<file path="src/rtl/brick_draw_sequencer_if.sv">
// brick_draw_sequencer_if
// Bus between the brick draw sequencer (master) and the brick drawer
// controller and datapath (slave).
//   draw_done     drawer -> sequencer  drawer has finished the current brick
//   draw_enable   sequencer -> drawer  drawer enable_state pin
//   draw_reset_n  sequencer -> drawer  drawer reset_state pin, active low
//   brick_x       sequencer -> drawer  origin x of the current brick
//   brick_y       sequencer -> drawer  origin y of the current brick
//   brick_colour  sequencer -> drawer  RGB colour of the current brick
//   brick_index   sequencer -> drawer  index of the current brick
interface brick_draw_sequencer_if;
    logic       draw_done;
    logic       draw_enable;
    logic       draw_reset_n;
    logic [7:0] brick_x;
    logic [6:0] brick_y;
    logic [2:0] brick_colour;
    logic [5:0] brick_index;

    modport master (
        input  draw_done,
        output draw_enable, draw_reset_n, brick_x, brick_y, brick_colour, brick_index
    );

    modport slave (
        output draw_done,
        input  draw_enable, draw_reset_n, brick_x, brick_y, brick_colour, brick_index
    );
endinterface

</file>
<file path="src/rtl/brick_draw_sequencer.sv">
// brick_draw_sequencer
// Walks the brick grid once per start pulse. For every brick it presents the
// origin and colour on draw_bus, runs one drawer pass (enable held until the
// drawer reports done) and moves on. Dead bricks are skipped unless
// BRICK_SEQ_ERASE_EN is defined, in which case they are drawn in black.
// Ports:
//   clock        system clock, rising edge
//   reset_state  asynchronous active-low reset
//   start        begin one grid pass (only honoured in IDLE)
//   brick_alive  bit i = brick i alive, i = row*NUM_COLS + col
//   busy         high in every state except IDLE
//   frame_done   one-cycle pulse at the end of a pass
//   draw_bus     master side of the drawer bus
// Optional feature macro: BRICK_SEQ_ERASE_EN
module brick_draw_sequencer #(
    parameter int NUM_COLS = 8,
    parameter int NUM_ROWS = 4,
    parameter int BRICK_W  = 16,
    parameter int BRICK_H  = 4,
    parameter int X0       = 8,
    parameter int Y0       = 8
) (
    input  logic                         clock,
    input  logic                         reset_state,
    input  logic                         start,
    input  logic [NUM_COLS*NUM_ROWS-1:0] brick_alive,
    output logic                         busy,
    output logic                         frame_done,
    brick_draw_sequencer_if.master       draw_bus
);
    localparam int         NUM_BRICKS = NUM_COLS * NUM_ROWS;
    localparam logic [5:0] LAST_INDEX = 6'(NUM_BRICKS - 1);
    localparam logic [5:0] LAST_COL   = 6'(NUM_COLS - 1);

    typedef enum logic [2:0] {S_IDLE, S_SETUP, S_DRAW, S_NEXT, S_FINISH} state_t;

    state_t     state_reg, state_next;
    logic [5:0] col_reg, col_next;
    logic [5:0] row_reg, row_next;
    logic [5:0] index_reg, index_next;
    logic [7:0] x_reg, x_next;
    logic [6:0] y_reg, y_next;
    logic [2:0] colour_reg, colour_next;
    logic       draw_reset_n_reg;
    logic       draw_enable;
    logic       load_brick;

    // Zero-padded to 64 bits so a 6-bit index is always in range.
    logic [63:0] alive_ext;
    genvar gi;
    generate
        for (gi = 0; gi < 64; gi++) begin : g_alive
            if (gi < NUM_BRICKS) begin : g_used
                assign alive_ext[gi] = brick_alive[gi];
            end else begin : g_pad
                assign alive_ext[gi] = 1'b0;
            end
        end
    endgenerate

    function automatic logic [2:0] row_colour(input logic [1:0] r);
        case (r)
            2'd0:    row_colour = 3'b100;
            2'd1:    row_colour = 3'b110;
            2'd2:    row_colour = 3'b010;
            default: row_colour = 3'b001;
        endcase
    endfunction

    always_ff @(posedge clock or negedge reset_state) begin
        if (!reset_state) begin
            state_reg <= S_IDLE;
        end else begin
            state_reg <= state_next;
        end
    end

    always_comb begin
        state_next  = state_reg;
        draw_enable = 1'b0;
        busy        = 1'b1;
        frame_done  = 1'b0;
        load_brick  = 1'b0;
        col_next    = col_reg;
        row_next    = row_reg;
        index_next  = index_reg;
        x_next      = x_reg;
        y_next      = y_reg;
        colour_next = colour_reg;
        case (state_reg)
            S_IDLE: begin
                busy = 1'b0;
                if (start) begin
                    state_next = S_SETUP;
                    load_brick = 1'b1;
                    col_next   = 6'd0;
                    row_next   = 6'd0;
                    index_next = 6'd0;
                    x_next     = 8'(X0);
                    y_next     = 7'(Y0);
                end
            end
            S_SETUP: begin
`ifdef BRICK_SEQ_ERASE_EN
                state_next = S_DRAW;
`else
                state_next = alive_ext[index_reg] ? S_DRAW : S_NEXT;
`endif
            end
            S_DRAW: begin
                // Enable stays high through the edge that samples done so the
                // drawer steps DONE -> RESET and parks there.
                draw_enable = 1'b1;
                if (draw_bus.draw_done) begin
                    state_next = S_NEXT;
                end
            end
            S_NEXT: begin
                if (index_reg == LAST_INDEX) begin
                    state_next = S_FINISH;
                end else begin
                    state_next = S_SETUP;
                    load_brick = 1'b1;
                    index_next = index_reg + 6'd1;
                    if (col_reg == LAST_COL) begin
                        col_next = 6'd0;
                        row_next = row_reg + 6'd1;
                        x_next   = 8'(X0);
                        y_next   = y_reg + 7'(BRICK_H);
                    end else begin
                        col_next = col_reg + 6'd1;
                        x_next   = x_reg + 8'(BRICK_W);
                    end
                end
            end
            S_FINISH: begin
                frame_done = 1'b1;
                state_next = S_IDLE;
            end
            default: state_next = S_IDLE;
        endcase
        // Colour is fixed when the brick is loaded so it is already stable
        // on SETUP entry.
        if (load_brick) begin
            colour_next = row_colour(row_next[1:0]);
`ifdef BRICK_SEQ_ERASE_EN
            if (!alive_ext[index_next]) begin
                colour_next = 3'b000;
            end
`endif
        end
    end

    always_ff @(posedge clock or negedge reset_state) begin
        if (!reset_state) begin
            col_reg          <= 6'd0;
            row_reg          <= 6'd0;
            index_reg        <= 6'd0;
            x_reg            <= 8'd0;
            y_reg            <= 7'd0;
            colour_reg       <= 3'd0;
            draw_reset_n_reg <= 1'b0;
        end else begin
            col_reg          <= col_next;
            row_reg          <= row_next;
            index_reg        <= index_next;
            x_reg            <= x_next;
            y_reg            <= y_next;
            colour_reg       <= colour_next;
            // Drawer is held in reset whenever the sequencer sits in IDLE.
            draw_reset_n_reg <= (state_next != S_IDLE);
        end
    end

    assign draw_bus.draw_enable  = draw_enable;
    assign draw_bus.draw_reset_n = draw_reset_n_reg;
    assign draw_bus.brick_x      = x_reg;
    assign draw_bus.brick_y      = y_reg;
    assign draw_bus.brick_colour = colour_reg;
    assign draw_bus.brick_index  = index_reg;
endmodule

</file>
<file path="src/flat_wrapper.sv">
// flat-port wrapper written by rule: the top's interface ports become plain ports
module brick_draw_sequencer_flat 
#(
    parameter int NUM_COLS = 8,
    parameter int NUM_ROWS = 4,
    parameter int BRICK_W  = 16,
    parameter int BRICK_H  = 4,
    parameter int X0       = 8,
    parameter int Y0       = 8
)
  (clock, reset_state, start, brick_alive, busy, frame_done, draw_bus_draw_done, draw_bus_draw_enable, draw_bus_draw_reset_n, draw_bus_brick_x, draw_bus_brick_y, draw_bus_brick_colour, draw_bus_brick_index);
  brick_draw_sequencer_if draw_bus_i ();
  input  logic clock;
  input  logic reset_state;
  input  logic start;
  input  logic [NUM_COLS*NUM_ROWS-1:0] brick_alive;
  output logic busy;
  output logic frame_done;
  input wire logic [$bits(draw_bus_i.draw_done)-1:0] draw_bus_draw_done;
  output wire logic [$bits(draw_bus_i.draw_enable)-1:0] draw_bus_draw_enable;
  output wire logic [$bits(draw_bus_i.draw_reset_n)-1:0] draw_bus_draw_reset_n;
  output wire logic [$bits(draw_bus_i.brick_x)-1:0] draw_bus_brick_x;
  output wire logic [$bits(draw_bus_i.brick_y)-1:0] draw_bus_brick_y;
  output wire logic [$bits(draw_bus_i.brick_colour)-1:0] draw_bus_brick_colour;
  output wire logic [$bits(draw_bus_i.brick_index)-1:0] draw_bus_brick_index;
  assign draw_bus_i.draw_done = draw_bus_draw_done;
  assign draw_bus_draw_enable = draw_bus_i.draw_enable;
  assign draw_bus_draw_reset_n = draw_bus_i.draw_reset_n;
  assign draw_bus_brick_x = draw_bus_i.brick_x;
  assign draw_bus_brick_y = draw_bus_i.brick_y;
  assign draw_bus_brick_colour = draw_bus_i.brick_colour;
  assign draw_bus_brick_index = draw_bus_i.brick_index;
  brick_draw_sequencer #(.NUM_COLS(NUM_COLS), .NUM_ROWS(NUM_ROWS), .BRICK_W(BRICK_W), .BRICK_H(BRICK_H), .X0(X0), .Y0(Y0)) u_core (.clock(clock), .reset_state(reset_state), .start(start), .brick_alive(brick_alive), .busy(busy), .frame_done(frame_done), .draw_bus(draw_bus_i));
endmodule
</file>
<file path="config.mk">
export PLATFORM = sky130hd
export DESIGN_NAME = brick_draw_sequencer_flat
export DESIGN_NICKNAME = d
export VERILOG_FILES = /design/src/rtl/brick_draw_sequencer_if.sv /design/src/rtl/brick_draw_sequencer.sv /design/src/flat_wrapper.sv
export SDC_FILE = /design/constraint.sdc
export NUM_CORES = 1
export LEC_CHECK = 0
export CAP_MARGIN = 15
export CORE_MARGIN = 4
export CORE_UTILIZATION = 41
export DETAILED_ROUTE_END_ITERATION = 6
export PLACE_DENSITY = 0.76
export SKIP_CTS_REPAIR_TIMING = 1
export SYNTH_ARGS = -nofsm -noshare
export SYNTH_HDL_FRONTEND = slang
export SYNTH_SLANG_ARGS = --single-unit
</file>
<file path="constraint.sdc">
create_clock -name clock -period 2.15 [get_ports clock]
set_clock_uncertainty 0.15 [all_clocks]
set_input_delay 0.3225 -clock clock [delete_from_list [all_inputs] [get_ports clock]]
set_output_delay 0.3225 -clock clock [all_outputs]
set_load 0.005 [all_outputs]
</file>
==> reports/qor.yml <==
run_status: "complete, no violations"
synth_top_cells_by_area: "sky130_fd_sc_hd__dfrtp_1, sky130_fd_sc_hd__mux4_2, sky130_fd_sc_hd__ha_1, sky130_fd_sc_hd__nand2_1, sky130_fd_sc_hd__o21ai_0"
clockBufferDepth: 2
via_count_of_the_first_global_routing_pass: 1664
synthDistinctLibCells: 40
initial_core_util_pct: 42.6
cts-htree-levels: 2
place.detailed.instances: 305
part_of_the_yosys_area_used_for_sequential_elements_pct: 41.8
post_layout_nonfiller_instances: 314
flops_latches_synth: 31
synth_enable_flop_cells: 0
reg2reg_slack_ns: 0.06
dieArea_um2: 5660
floorplan.core_area_um2: 4350
detailedPlacementHpwl_um: 3660
wire_per_inst_um: 15.0
chipWidth_um: 75.3
clock_sinks: 31
timing_worst_setup_path_type: "reg2reg"
cts_inserted_buffers: 5
placement_rows: 24
timing.hold.worst.class: "in2async"
gr-total-overflow: 0
worstSkewPairLatency_ns: 0.28
ff_latch_area_um2: 778
synth_warnings: 0
area_delta_synth_final_pct: 52.0
antenna_violating_nets_left: 0
fraction_of_final_layout_cells_with_drive_strength_greater_than_1_pct: 22.9
layout.filler_cells: 352
insertedDiodeCount: 0
vias_per_cell: 5.26
input_output_buffers: 58
cts_tree: "done"
drv.max_cap_violation_count: 0
post-synth-top-area-cell: "sky130_fd_sc_hd__dfrtp_1"
min_period_over_period_pct: 97.3
final_setup_slack_of_the_worst_path_ns: 0.0573
netlist_area_um2: 1850
vdd_ir_drop_max_uv: 710
wl_um: 4710
synth_top_cell_area_share_pct: 41.8
achievable-frequency_mhz: 478
number_of_antenna_violations_at_the_first_check_in_global_routing: 0
worst-r2r-cell-count: 8
layout.cells.most_common: "sky130_fd_sc_hd__clkdlybuf4s50_1"
finalSetupViolations: 0
mostFrequentLayoutCells: "sky130_fd_sc_hd__clkdlybuf4s50_1, sky130_fd_sc_hd__dfrtp_1, sky130_fd_sc_hd__buf_4"
via_count: 1653
avgSynthCellArea_um2: 10.3
totalNegativeSetupSlack_ns: 0
grt_pass1_wl_um: 7710
route.detailed.drc: 0
min_period_ns: 2.09
clk_pin_slew_worst_paths_ns: 0.07
die_height_um: 75.3
finish.net_count: 304
cts_root_buf: "sky130_fd_sc_hd__clkbuf_8"
timing.critical_path.arrival_ns: 2.11
worstPathMaxFanout: 5
finalHoldViolCount: 0
finalPower_mw: 3.19
globalRouteTotalUtil_pct: 18.4
firstDrtPassIters: 4
io_pins: 64
critical_path_startpoint_category: "flop"
leakage_dissipation_nw: 1.21
end_kind: "flop"
critPathRequiredTime_ns: 2.17
multiInputGateArea_um2: 1080
syn-instance-count: 180
slew_viol_final: 0
synth_top_flop_cell: "sky130_fd_sc_hd__dfrtp_1"
place_ws_ns: -0.0158
first_drt_iteration_drcs: 103
gp_congestion: 0.803
r2r-end: "u_core.draw_bus.brick_colour[1]$_DFFE_PN0P_"
largest_net_degree_at_the_start_of_global_routing: 32
synth-async-reset-ratio_pct: 100
rr_startpoint: "u_core.col_reg[1]$_DFFE_PN0P_"
power_density_nw_per_um2: 1130
## how the worst max path moves through the flow
stage	from	end	slack [ns]	cells past startpoint
floorplan	u_core.draw_bus.brick_index[0]$_DFFE_PN0P_	u_core.draw_bus.brick_colour[1]$_DFFE_PN0P_	-0.03	7
global placement	u_core.col_reg[5]$_DFFE_PN0P_	u_core.draw_bus.brick_colour[1]$_DFFE_PN0P_	0.09	7
detailed placement	u_core.col_reg[5]$_DFFE_PN0P_	u_core.draw_bus.brick_colour[1]$_DFFE_PN0P_	-0.02	7
CTS	u_core.state_reg[0]$_DFF_PN0_	draw_bus_draw_enable	-0.04	3
global route	u_core.col_reg[1]$_DFFE_PN0P_	u_core.draw_bus.brick_colour[2]$_DFFE_PN0P_	-0.01	9
finish	u_core.col_reg[1]$_DFFE_PN0P_	u_core.draw_bus.brick_colour[1]$_DFFE_PN0P_	0.06	8
## kinds of logic after synthesis
group,Yosys count,share of synthesized area [%]
fa+ha+maj,7,4.72
buf+inv,15,4.39
xor+xnor,7,3.31
simple gates,65,17.5
compound gates,37,13.9
flops,31,41.8
mux,17,14.1
other cells,1,0.202
## stage by stage
stage	utilization [%]	area, µm²	hold WS [ns]
after floorplan	-	1910	-0.123
after CTS	63.8	2780	0.289
after detailed placement	61.1	2660	0.300
after global routing	64.7	2820	0.304
after global placement	61.1	2660	0.297
final	64.7	2820	0.273
## cells in the mapped netlist, drive strengths merged, types with 3 or more instances
library cell	n
mux4	7
nor2	16
inv	3
mux2	3
ha	7
buf	10
nand2	22
xor2	3
xnor2	4
mux2i	7
dfrtp	31
a21oi	8
o21ai	16
or3	3
nand3	9
## routing by layer
layer	routed length, µm	up-vias	GRT usage, %	part of all wire, %
met4	43	0	4.47	0.91
met3	192	5	5.61	4.1
met5	0	-	0	0
met1	2080	812	24.0	44
met2	2390	29	30.2	51
li1	-	807	-	-
## layout make-up
type | instances | share of cell area (%)
Inverter | 3 | 0.399
Multi-Input combinational cell | 138 | 38.3
Tap cell | 52 | 2.31
Sequential cell | 31 | 27.6
Timing Repair Buffer | 82 | 27.2
Clock buffer | 6 | 2.93
Clock inverter | 2 | 1.24
## report_power, final
group	internal [mW]	total, mW	switching (mW)
clock	0.374	0.581	0.207
combinational	0.901	1.67	0.765
sequential	0.760	0.940	0.180
total	2.04	3.19	1.15
## critical path: stages, from the launching register on
cell and delay (ns):
sky130_fd_sc_hd__dfrtp_1 0.40, sky130_fd_sc_hd__ha_1 0.20, sky130_fd_sc_hd__and3_2 0.24, sky130_fd_sc_hd__buf_4 0.15, sky130_fd_sc_hd__a21oi_4 0.17, sky130_fd_sc_hd__nand2_2 0.10, sky130_fd_sc_hd__o21ai_4 0.10, sky130_fd_sc_hd__ha_4 0.22
sky130_fd_sc_hd__mux2_4 0.26
Note: power is estimated with default switching activity, not from simulation.
